File: src/rtl/hex3_display_driver.sv
// rtl/hex3_display_driver.sv - binary to three-digit active-low seven-segment driver
//
// Converts an unsigned WIDTH-bit value to three decimal digits with a sequential
// shift-and-add-3 engine, then latches the segment patterns in one cycle so the
// display never shows partial results.
//
// Ports:
//   CLOCK_50 - system clock, rising edge
//   reset    - synchronous, active-high
//   value    - binary value, sampled only when a load is accepted
//   load     - start request, accepted only while idle
//   busy     - high while a conversion is in flight
//   done     - one-cycle pulse coincident with new HEX values
//   HEX0..2  - units/tens/hundreds, active-low, bit0=a .. bit6=g
module hex3_display_driver #(
    parameter int WIDTH    = 10,
    parameter bit BLANK_LZ = 1'b1
) (
    input  logic             CLOCK_50,
    input  logic             reset,
    input  logic [WIDTH-1:0] value,
    input  logic             load,
    output logic             busy,
    output logic             done,
    output logic [6:0]       HEX0,
    output logic [6:0]       HEX1,
    output logic [6:0]       HEX2
);

    localparam logic [6:0] SEG_BLANK = 7'b1111111;
    localparam logic [6:0] SEG_DASH  = 7'b0111111;
    localparam logic [6:0] SEG_ZERO  = 7'b1000000;
    localparam logic [6:0] HEX_HI_RST = BLANK_LZ ? SEG_BLANK : SEG_ZERO;
    localparam logic [WIDTH-1:0] MAX_DEC = WIDTH'(999);
    localparam logic [4:0] LAST_SHIFT = 5'(WIDTH - 1);

    typedef enum logic [1:0] {
        ST_IDLE   = 2'd0,
        ST_SHIFT  = 2'd1,
        ST_UPDATE = 2'd2
    } state_t;

    state_t           state_q, state_d;
    logic [WIDTH-1:0] shreg_q, shreg_d;
    logic [11:0]      bcd_q, bcd_d;
    logic [11:0]      bcd_adj;
    logic [4:0]       cnt_q, cnt_d;
    logic             ovf_q, ovf_d;
    logic             busy_q, busy_d;
    logic             done_q, done_d;
    logic [6:0]       hex0_q, hex0_d;
    logic [6:0]       hex1_q, hex1_d;
    logic [6:0]       hex2_q, hex2_d;

    function automatic logic [6:0] seg7(input logic [3:0] d);
        case (d)
            4'd0:    seg7 = 7'b1000000;
            4'd1:    seg7 = 7'b1111001;
            4'd2:    seg7 = 7'b0100100;
            4'd3:    seg7 = 7'b0110000;
            4'd4:    seg7 = 7'b0011001;
            4'd5:    seg7 = 7'b0010010;
            4'd6:    seg7 = 7'b0000010;
            4'd7:    seg7 = 7'b1111000;
            4'd8:    seg7 = 7'b0000000;
            4'd9:    seg7 = 7'b0010000;
            default: seg7 = 7'b1111111;
        endcase
    endfunction

    // Add-3 correction on every nibble that would overflow past 9 after doubling.
    always_comb begin
        bcd_adj = bcd_q;
        for (int i = 0; i < 3; i++) begin
            if (bcd_q[4*i +: 4] >= 4'd5) begin
                bcd_adj[4*i +: 4] = bcd_q[4*i +: 4] + 4'd3;
            end
        end
    end

    always_comb begin
        state_d = state_q;
        shreg_d = shreg_q;
        bcd_d   = bcd_q;
        cnt_d   = cnt_q;
        ovf_d   = ovf_q;
        busy_d  = busy_q;
        done_d  = 1'b0;
        hex0_d  = hex0_q;
        hex1_d  = hex1_q;
        hex2_d  = hex2_q;

        case (state_q)
            ST_IDLE: begin
                if (load) begin
                    shreg_d = value;
                    bcd_d   = 12'd0;
                    cnt_d   = 5'd0;
                    ovf_d   = (value > MAX_DEC);
                    busy_d  = 1'b1;
                    state_d = ST_SHIFT;
                end
            end
            ST_SHIFT: begin
                // The thousands digit falls off the top; ovf covers that case.
                {bcd_d, shreg_d} = {bcd_adj, shreg_q} << 1;
                cnt_d = cnt_q + 5'd1;
                if (cnt_q == LAST_SHIFT) begin
                    state_d = ST_UPDATE;
                end
            end
            ST_UPDATE: begin
                if (ovf_q) begin
                    hex2_d = SEG_DASH;
                    hex1_d = SEG_DASH;
                    hex0_d = SEG_DASH;
                end else begin
                    hex0_d = seg7(bcd_q[3:0]);
                    hex1_d = (BLANK_LZ && bcd_q[11:4] == 8'd0) ? SEG_BLANK : seg7(bcd_q[7:4]);
                    hex2_d = (BLANK_LZ && bcd_q[11:8] == 4'd0) ? SEG_BLANK : seg7(bcd_q[11:8]);
                end
                done_d  = 1'b1;
                busy_d  = 1'b0;
                state_d = ST_IDLE;
            end
            default: begin
                busy_d  = 1'b0;
                state_d = ST_IDLE;
            end
        endcase
    end

    always_ff @(posedge CLOCK_50) begin
        if (reset) begin
            state_q <= ST_IDLE;
            shreg_q <= '0;
            bcd_q   <= '0;
            cnt_q   <= '0;
            ovf_q   <= 1'b0;
            busy_q  <= 1'b0;
            done_q  <= 1'b0;
            hex0_q  <= SEG_ZERO;
            hex1_q  <= HEX_HI_RST;
            hex2_q  <= HEX_HI_RST;
        end else begin
            state_q <= state_d;
            shreg_q <= shreg_d;
            bcd_q   <= bcd_d;
            cnt_q   <= cnt_d;
            ovf_q   <= ovf_d;
            busy_q  <= busy_d;
            done_q  <= done_d;
            hex0_q  <= hex0_d;
            hex1_q  <= hex1_d;
            hex2_q  <= hex2_d;
        end
    end

    assign busy = busy_q;
    assign done = done_q;
    assign HEX0 = hex0_q;
    assign HEX1 = hex1_q;
    assign HEX2 = hex2_q;

endmodule

File: config.mk
export PLATFORM = sky130hd
export DESIGN_NAME = hex3_display_driver
export DESIGN_NICKNAME = d
export VERILOG_FILES = /design/src/rtl/hex3_display_driver.sv
export SDC_FILE = /design/constraint.sdc
export NUM_CORES = 1
export LEC_CHECK = 0
export BUFFER_PORTS_ARGS = -buffer_cell sky130_fd_sc_hd__buf_2
export CAP_MARGIN = 10
export CORE_MARGIN = 1
export CORE_UTILIZATION = 45
export DETAILED_ROUTE_END_ITERATION = 8
export GPL_TIMING_DRIVEN = 0
export HOLD_SLACK_MARGIN = 0.12
export PLACE_DENSITY = 0.62
export SLEW_MARGIN = 30
export SYNTH_ARGS = -nofsm -noshare
export SYNTH_HDL_FRONTEND = slang
export SYNTH_SLANG_ARGS = --single-unit
export TNS_END_PERCENT = 50
File: constraint.sdc
create_clock -name CLOCK_50 -period 2.7 [get_ports CLOCK_50]
set_clock_uncertainty 0.2 [all_clocks]
set_input_delay 0.54 -clock CLOCK_50 [delete_from_list [all_inputs] [get_ports CLOCK_50]]
set_output_delay 0.54 -clock CLOCK_50 [all_outputs]
set_load 0.05 [all_outputs]
==> run_results.csv, run 1 <==
group,metric,value,unit
layout,drive_gt1_frac,0.226,
synthesis,ys_seq_elements,74,
synthesis,synth_area_per_cell,8.96,um2
timing,grt_setup_unrepaired,"false",
synthesis,synthCells,415,
synthesis,yosys.area_share.simple,0.215,
pwr,power_density,497,nW/um2
synthesis,synth_cell_type_count,68,
detailed_routing,num_vias,3239,
timing,finalCritPeriodShare,0.952,
layout,fillCellCount,740,
worst_setup_path,critPathTopFamily,"simple AND/OR/NAND/NOR gates",
worst_setup_path,start_kind,"flip-flop",
layout,final_nets,499,
floorplanning,rows,32,
global_routing,grt_max_degree,14,
cts,root_buffer,"clkbuf_8",
layout,mostFrequentLayoutCell,"dfxtp_1",
cts,numClockSinks,74,
detailed_routing,avgViaCountPerCell,5.68,
synthesis,synthAdderAreaFrac,0.0774,
global_routing,antenna_found_initial,0,
floorplanning,start_util,0.474,
pwr,p_leak,1.73,nW
timing,finalCriticalPeriod,2.57,ns
worst_setup_path,path_buf_inv,5,
detailed_routing,drt-pass1-iter-count,4,
layout,diodes,0,
layout,utilization,0.550,
worst_setup_path,crit_type,"flip-flop to flip-flop",
synthesis,synth_ff_type,"dfxtp_1",
worst_setup_path,cp_max_fo,10,
timing,setup_violations,0,
floorplanning,ios,36,
job,drv_cap,0,
synthesis,synth-compound-area-share,0.244,
synthesis,synth-async-reset-ratio,0,
worst_setup_path,crit_slowest_cell,"or4_1",
timing,tns,0,ns
timing,maxSlewViolCount,0,
synthesis,seq_area_frac_synth,0.398,
synthesis,synth_xor_xnor_area_share,0.00235,
cts,cts_tree,"done",
detailed_routing,wl_per_cell,15.8,um
detailed_routing,totalWireLength,9000,um
detailed_routing,drcViolationCount,0,
global_routing,grt_overflow_total,0,
floorplanning,dieArea,8630,um2
placed_design,gp_congestion,0.842,
worst_setup_path,critical_path.max_stage_delay,0.51,ns
global_routing,grt_usage,0.218,
cts,cts.clk_slew.worst_paths,0.08,ns
timing,worst_pin_slew,0.673,ns
pwr,ir_drop,272,uV
detailed_routing,drt_iter0_markers,146,
worst_setup_path,cp.arrival,2.67,ns
global_routing,grt_pass1_vias,2964,
worst_setup_path,required,2.80,ns
worst_setup_path,end_kind,"flip-flop",
placed_design,dp_hpwl,6250,um
global_routing,grt_pass1_wl,14600,um
cts,cts_buffer_depth,2,
cts,cts_hold_buf,0,
timing,hold_viol,0,
synthesis,ys_warn_count,0,
worst_setup_path,path_cells,"buf_6 > o21bai_4 > buf_4 > buf_4 > a22oi_1 > nor2_2 > buf_4 > ha_1 > inv_1 > or4_1 > nand3_1",
hold_path,hp-class,"flip-flop to flip-flop",
layout,final_cell_mix,"dfxtp_1, buf_2, nor2_1",
cts,htreeDepth,3,
floorplanning,fp.dieH,92.9,um
cts,cts_buffers,9,
synthesis,synth_fp_nets,451,
timing,max_freq,389,MHz
placed_design,port-buffer-count,35,
layout,syn2layout_area_growth,15.9,%
synthesis,synth_edf_count,0,
worst_setup_path,worst_path_most_repeated_cell,"buf_4",
synthesis,synthMuxAreaShare,0,
synthesis,synth_top_family_by_area,"compound AO/OA/AOI/OAI gates",
floorplanning,fp.dieW,92.9,um
cts,insertion_delay,0.36,ns
timing,relSlewSlack,0.539,
detailed_routing,drtAntennaViolNets,0,
floorplanning,core_area,7850,um2
synthesis,netlist_area,3720,um2
outcome,outcome,"complete, no violations",
synth_stat cells, drive strengths merged (2+ instances only):
library cell	instances	area [um2]
a311oi	4	35.0
o31ai	4	30.0
nor4bb	2	20.0
nand2	30	120
and3	2	17.5
nor2	36	135
a21o	4	30.0
a211oi	14	148
dfxtp	74	1480
inv	27	101
and4bb	2	25.0
nor3	32	170
and2	4	25.0
clkbuf	9	33.8
nand4	4	25.0
nand3	8	45.0
a311o	3	30.0
nor3b	6	55.1
a2111oi	7	77.6
ha	23	288
and4b	3	30.0
buf	16	93.8
o211ai	2	15.0
o22ai	19	119
a31oi	7	43.8
or2	5	33.8
a21oi	21	105
a2111o	2	22.5
nand2b	7	43.8
o21bai	2	26.3
a211o	5	52.6
a32oi	2	25.0
o21ai	9	45.0
a221oi	5	43.8
what timing repair did:
item | in CTS | in global routing
resized for setup | 7 | 15
pin swaps | 1 | 2
hold endpoints to repair | 0 | 0
setup buffers | 1 | 1
setup endpoints to repair | 7 | 15
where the power goes:
group / switching [mW] / internal [mW] / leakage, nW
clock: 0.425 / 0.434 / 0.0941
sequential: 0.0137 / 1.11 / 0.600
combinational: 0.106 / 0.0547 / 1.03
kinds of logic after synthesis:
kind of cell	after synthesis
AOI/OAI and AO/OA	116
xor gates and xnor gates	1
and+or+nand+nor	148
DFF	74
buffers and inverters	53
adders and majority gates	23
metrics by stage:
| step | cell area [um2] | setup slack (ns) | hold WS [ns] | std cells | total power, mW |
|---|---|---|---|---|---|
| after floorplan | 3720 | 0.188 | 0.218 | 415 | 1.25 |
| after global placement | 4020 | -0.552 | 0.221 | 552 | 1.30 |
| after detailed placement | 4020 | -0.552 | 0.227 | 552 | 1.30 |
| after CTS | 4250 | 0.00988 | 0.238 | 569 | 2.16 |
| after global routing | 4310 | 0.00342 | 0.236 | 570 | 2.23 |
| final | 4310 | 0.129 | 0.235 | 570 | 2.15 |
final timing paths:
kind,start,endpoint,slack [ns],cells past startpoint
setup / recovery,state_q[1],flip-flop,0.13,11
hold reg to reg,flip-flop,HEX2[1],0.24,2
hold / removal,flip-flop,HEX2[1],0.24,2
setup reg to reg,state_q[1],flip-flop,0.13,11
worst min-delay path, cell delays in order, from the launching register on:
cell     delay, ns
dfxtp_1       0.31
o22ai_1       0.05
nand2_1       0.05
layer usage:
| layer | wire length, um | GRT usage | vias up |
|---|---|---|---|
| li1 | - | - | 1616 |
| met1 | 4200 | 0.270 | 1539 |
| met2 | 4240 | 0.365 | 66 |
| met3 | 377 | 0.0460 | 18 |
| met4 | 190 | 0.0872 | 0 |
| met5 | 0 | 0 | - |
cell type report:
type | instances | area [um2] | share of cell area
Buffer | 25 | 138 | 0.0319
Tap cell | 102 | 128 | 0.0296
Timing Repair Buffer | 37 | 190 | 0.0441
Sequential cell | 74 | 1480 | 0.344
Clock inverter | 5 | 63.8 | 0.0148
Inverter | 28 | 105 | 0.0244
Clock buffer | 11 | 131 | 0.0305
Multi-Input combinational cell | 288 | 2070 | 0.481
No activity file was read; power rests on OpenSTA's default activity.
==> run 2: changes to the inputs <==
- SETUP_SLACK_MARGIN: default -> 0.5
==> run_results.csv, run 2 (synthesis results as in run 1) <==
group,metric,value,unit
hold_path,holdPathStages,2,
layout,seqCellArea,1500,um2
timing,relSlewSlack,0.557,
pwr,p_sw,595,uW
layout,final_cell_mix,"dfxtp_1, buf_4, buf_2",
floorplanning,ios,36,
global_routing,grt_overflow_total,0,
floorplanning,rows,32,
pwr,pwr-share-clk,0.418,
hold_path,hp-class,"flip-flop to flip-flop",
placed_design,dpl_worst_slack,-0.00113,ns
timing,setup_violations,0,
detailed_routing,avgViaCountPerCell,5.78,
pwr,internal_power,1.74,mW
detailed_routing,totalWireLength,10800,um
cts,numClockSinks,74,
pwr,p_leak,2.12,nW
detailed_routing,drcViolationCount,0,
timing,grt_setup_unrepaired,"true",
cts,cts.clk_slew.worst_paths,0.08,ns
cts,cts_hold_buf,0,
cts,insertion_delay,0.35,ns
pwr,p_comb_frac,0.101,
global_routing,grt_pass1_wl,17200,um
hold_path,hold_path_end,"HEX1[2]",
timing,worst_pin_slew,0.663,ns
timing,finalCritPeriodShare,0.867,
worst_setup_path,end_kind,"flip-flop",
placed_design,gp_congestion,0.824,
placed_design,port-buffer-count,35,
global_routing,grt_max_degree,15,
layout,mostFrequentLayoutCell,"dfxtp_1",
cts,htreeDepth,3,
layout,multi_input_area,2600,um2
layout,diodes,0,
pwr,power,2.34,mW
detailed_routing,drtAntennaViolNets,0,
floorplanning,fp.dieH,92.9,um
outcome,outcome,"complete, no violations",
pwr,ir_drop,332,uV
worst_setup_path,rr_worst_depth,8,
pwr,p_seq_frac,0.481,
timing,setup_ws,0.360,ns
detailed_routing,drt_iter0_markers,253,
cts,cts_buffer_depth,2,
placed_design,dp_hpwl,6490,um
cts,cts_tree,"done",
pwr,sw_frac_of_total,0.255,
timing,tns,0,ns
global_routing,antenna_found_initial,0,
layout,fillCellCount,636,
timing,maxSlewViolCount,0,
worst_setup_path,required,2.73,ns
timing,hold_viol,0,
worst_setup_path,start_kind,"flip-flop",
layout,syn2layout_area_growth,44.2,%
cts,cts_buffers,9,
timing,finalCriticalPeriod,2.34,ns
layout,final_nets,547,
worst_setup_path,rrSetupSlack,0.36,ns
worst_setup_path,cp_max_fo,6,
cts,root_buffer,"clkbuf_8",
layout,utilization,0.684,
floorplanning,fp.dieW,92.9,um
pwr,power_density,436,nW/um2
timing,hold_slack,0.247,ns
detailed_routing,wl_per_cell,17.4,um
job,drv_cap,0,
worst_setup_path,worstReg2RegStart,"state_q[1]",
detailed_routing,num_vias,3571,
timing,max_freq,427,MHz
global_routing,grt_pass1_vias,3576,
layout,drive_gt1_frac,0.440,
floorplanning,core_area,7850,um2
floorplanning,start_util,0.474,
worst_setup_path,cp.arrival,2.37,ns
global_routing,grt_usage,0.255,
detailed_routing,drt-pass1-iter-count,4,
worst_setup_path,crit_type,"flip-flop to flip-flop",
floorplanning,dieArea,8630,um2
==> run 2: cell count changes in the layout (fill, tap and decap cells not counted), sizes merged <==
cell	before	now
clkinvlp	1	2
clkbuf	21	18
bufinv	1	2
buf	52	101
inv	28	29
clkinv	3	2
==> run 2: final cells by class <==
| type | count | share of cell area |
|---|---|---|
| Multi-Input combinational cell | 288 | 0.484 |
| Sequential cell | 74 | 0.280 |
| Timing Repair Buffer | 85 | 0.109 |
| Buffer | 25 | 0.0392 |
| Tap cell | 102 | 0.0238 |
| Clock buffer | 9 | 0.0231 |
| Inverter | 28 | 0.0219 |
| Clock inverter | 7 | 0.0189 |
==> run 2: power groups by stage <==
stage	clock network (mW)	logic, mW	registers [mW]
floorplan	0	0.111	1.15
global placement	0	0.163	1.15
detailed placement	0	0.164	1.15
CTS	0.992	0.221	1.13
global route	1.03	0.253	1.13
finish	0.977	0.236	1.12
==> run 2: how the worst max path moves through the flow <==
stage | start | endpoint | slack [ns] | depth (start not counted)
floorplan | load | flip-flop | 0.45 | 9
global placement | load | flip-flop | 0.006 | 10
detailed placement | load | flip-flop | -0.001 | 10
CTS | bcd_q[1] | flip-flop | 0.42 | 9
global route | bcd_q[5] | flip-flop | 0.29 | 9
finish | state_q[1] | flip-flop | 0.36 | 8
==> run 2: what timing repair did <==
action | in CTS | in global routing
gates cloned | 0 | 1
gates resized for setup | 85 | 41
pin swaps | 39 | 23
setup endpoints to repair | 30 | 34
buffers inserted | 39 | 10
==> run 2: metrics by stage <==
| stage | cell area, um2 | instances |
|---|---|---|
| final | 5370 | 618 |
| after floorplan | 3850 | 415 |
| after detailed placement | 4150 | 552 |
| after CTS | 5070 | 607 |
| after global routing | 5370 | 618 |
| after global placement | 4150 | 552 |
==> run 2: layer usage <==
| layer | up-vias | track usage | wire length, um |
|---|---|---|---|
| met3 | 21 | 0.0583 | 521 |
| met5 | - | 0 | 0 |
| met1 | 1743 | 0.301 | 4650 |
| li1 | 1717 | - | - |
| met2 | 90 | 0.441 | 5360 |
| met4 | 0 | 0.110 | 223 |
==> run 2: critical path: stages (launching register included) <==
cell and delay (ns):
dfxtp_2 0.35, buf_6 0.13, o21bai_4 0.17, buf_6 0.14, buf_4 0.15, and2_1 0.16, a211oi_2 0.39, a21oi_1 0.17
a311o_1 0.37
==> run 3: changes to the inputs <==
- CORE_UTILIZATION: 45 -> 40
- PLACE_DENSITY: 0.62 -> 0.57
==> run_results.csv, run 3 (synthesis results as in run 1) <==
group,metric,value,unit
outcome,outcome,"complete, but fails checks",
outcome,failed_checks,"design-rule violations",
pwr,power,2.34,mW
worst_setup_path,rr_worst_depth,10,
timing,finalCritPeriodShare,0.848,
layout,final_nets,545,
cts,insertion_delay,0.36,ns
layout,final_cell_mix,"dfxtp_1, buf_4, buf_2",
worst_setup_path,start_kind,"flip-flop",
floorplanning,dieArea,9690,um2
worst_setup_path,path_cells,"inv_6 > ha_4 > nand2b_4 > nor3b_4 > o21ai_4 > a21oi_4 > inv_2 > ha_2 > a21oi_1 > o21a_1",
cts,cts.clk_slew.worst_paths,0.08,ns
placed_design,dp.cells,558,
layout,finalNonFillerCells,622,
detailed_routing,totalWireLength,10300,um
layout,diodes,0,
global_routing,antenna_found_initial,0,
timing,worst_pin_slew,0.644,ns
worst_setup_path,crit_slowest_cell,"dfxtp_4",
job,drv_cap,0,
floorplanning,ios,36,
placed_design,dp_hpwl,6700,um
timing,tns,0,ns
detailed_routing,wl_per_cell,16.5,um
cts,cts_buffer_depth,2,
global_routing,grt_pass1_vias,3427,
worst_setup_path,end_kind,"flip-flop",
floorplanning,fp.dieW,98.4,um
worst_setup_path,required,2.76,ns
layout,mostFrequentLayoutCell,"dfxtp_1",
global_routing,grt_pass1_wl,16800,um
detailed_routing,drtAntennaViolNets,0,
global_routing,grt_overflow_total,0,
timing,finalCriticalPeriod,2.29,ns
worst_setup_path,rrSetupSlack,0.41,ns
timing,setup_ws,0.409,ns
layout,drive_gt1_frac,0.422,
timing,setup_violations,0,
worst_setup_path,cp.arrival,2.35,ns
worst_setup_path,crit_type,"flip-flop to flip-flop",
timing,relSlewSlack,0.571,
cts,cts_tree,"done",
layout,final_area,5280,um2
detailed_routing,drt_iter0_markers,154,
floorplanning,fp.dieH,98.4,um
timing,maxSlewViolCount,0,
hold_path,holdPathStages,2,
placed_design,gp_congestion,0.864,
global_routing,grt_max_degree,14,
placed_design,port-buffer-count,35,
placed_design,dpl_worst_slack,0.00635,ns
timing,hold_viol,0,
timing,grt_setup_unrepaired,"true",
cts,root_buffer,"clkbuf_8",
cts,cts_hold_buf,0,
worst_setup_path,worstReg2RegStart,"bcd_q[4]",
placed_design,place_area,4160,um2
detailed_routing,num_vias,3469,
pwr,ir_drop,269,uV
layout,fillCellCount,771,
pwr,p_leak,2.06,nW
pwr,power_density,442,nW/um2
cts,numClockSinks,74,
layout,syn2layout_area_growth,42.0,%
hold_path,hp-class,"flip-flop to flip-flop",
worst_setup_path,cp_max_fo,5,
cts,htreeDepth,3,
detailed_routing,drt-pass1-iter-count,6,
worst_setup_path,critical_path.max_stage_delay,0.41,ns
cts,cts_buffers,9,
detailed_routing,drcViolationCount,2,
floorplanning,core_area,8850,um2
global_routing,grt_usage,0.222,
hold_path,hold_path_end,"HEX1[4]",
floorplanning,rows,34,
floorplanning,start_util,0.420,
timing,max_freq,437,MHz
detailed_routing,avgViaCountPerCell,5.58,
==> run 3: cell types whose count changed in the layout (fill, tap and decap cells not counted), moves of 2 or more <==
cell       before  now
a2111oi_2       2    0
a21oi_1        16   19
a21oi_2         5    1
buf_12          4    1
buf_6          10    8
buf_8           1    5
ha_2            2    6
ha_4           17   14
==> run 3: where the power goes <==
group          switching (mW)  internal, mW
logic                   0.128        0.0955
clock network           0.441         0.547
registers              0.0144          1.11
total                   0.583          1.75
==> run 3: layout make-up <==
class | instances | area (um2) | area share
clock inverter | 6 | 88.8 | 0.0168
multi-input combinational | 288 | 2530 | 0.480
clock buffer | 10 | 138 | 0.0261
tap | 108 | 135 | 0.0256
timing repair buffer | 83 | 559 | 0.106
inverter | 28 | 123 | 0.0232
sequential | 74 | 1500 | 0.285
buffer | 25 | 203 | 0.0384
==> run 3: worst max-delay path: cells and delay by family (launching register included) <==
family / cells / cell delay (ns)
compound gates: 4 / 0.58
fa+ha+maj: 2 / 0.53
simple gates: 2 / 0.32
buf+inv: 2 / 0.14
flops: 1 / 0.41
==> run 3: timing repair <==
action	in CTS	in global routing
pin swaps	33	17
cloned	0	0
buffers inserted	36	12
resized for setup	81	39
endpoints found under the setup margin	30	33
==> run 3: worst max-delay path by stage <==
stage / from / to / slack, ns / depth (start not counted)
after global routing: bcd_q[1] / flip-flop / 0.32 / 9
after floorplan: load / flip-flop / 0.45 / 9
after detailed placement: load / flip-flop / 0.006 / 10
after global placement: load / flip-flop / 0.005 / 10
final: bcd_q[4] / flip-flop / 0.41 / 10
after CTS: bcd_q[1] / flip-flop / 0.41 / 10
==> run 3: stage by stage <==
| step | hold WS [ns] | util |
|---|---|---|
| floorplan | 0.218 | - |
| global placement | 0.224 | 0.470 |
| detailed placement | 0.235 | 0.470 |
| CTS | 0.234 | 0.566 |
| global route | 0.269 | 0.597 |
| finish | 0.242 | 0.597 |
==> run 3: per-layer routing <==
| metal | part of all wire | track usage | up-vias | routed length (um) |
|---|---|---|---|---|
| met3 | 0.040 | 0.0362 | 19 | 412 |
| met4 | 0.014 | 0.103 | 0 | 147 |
| met2 | 0.49 | 0.372 | 71 | 5040 |
| li1 | - | - | 1702 | - |
| met5 | 0 | 0 | - | 0 |
| met1 | 0.46 | 0.281 | 1677 | 4680 |
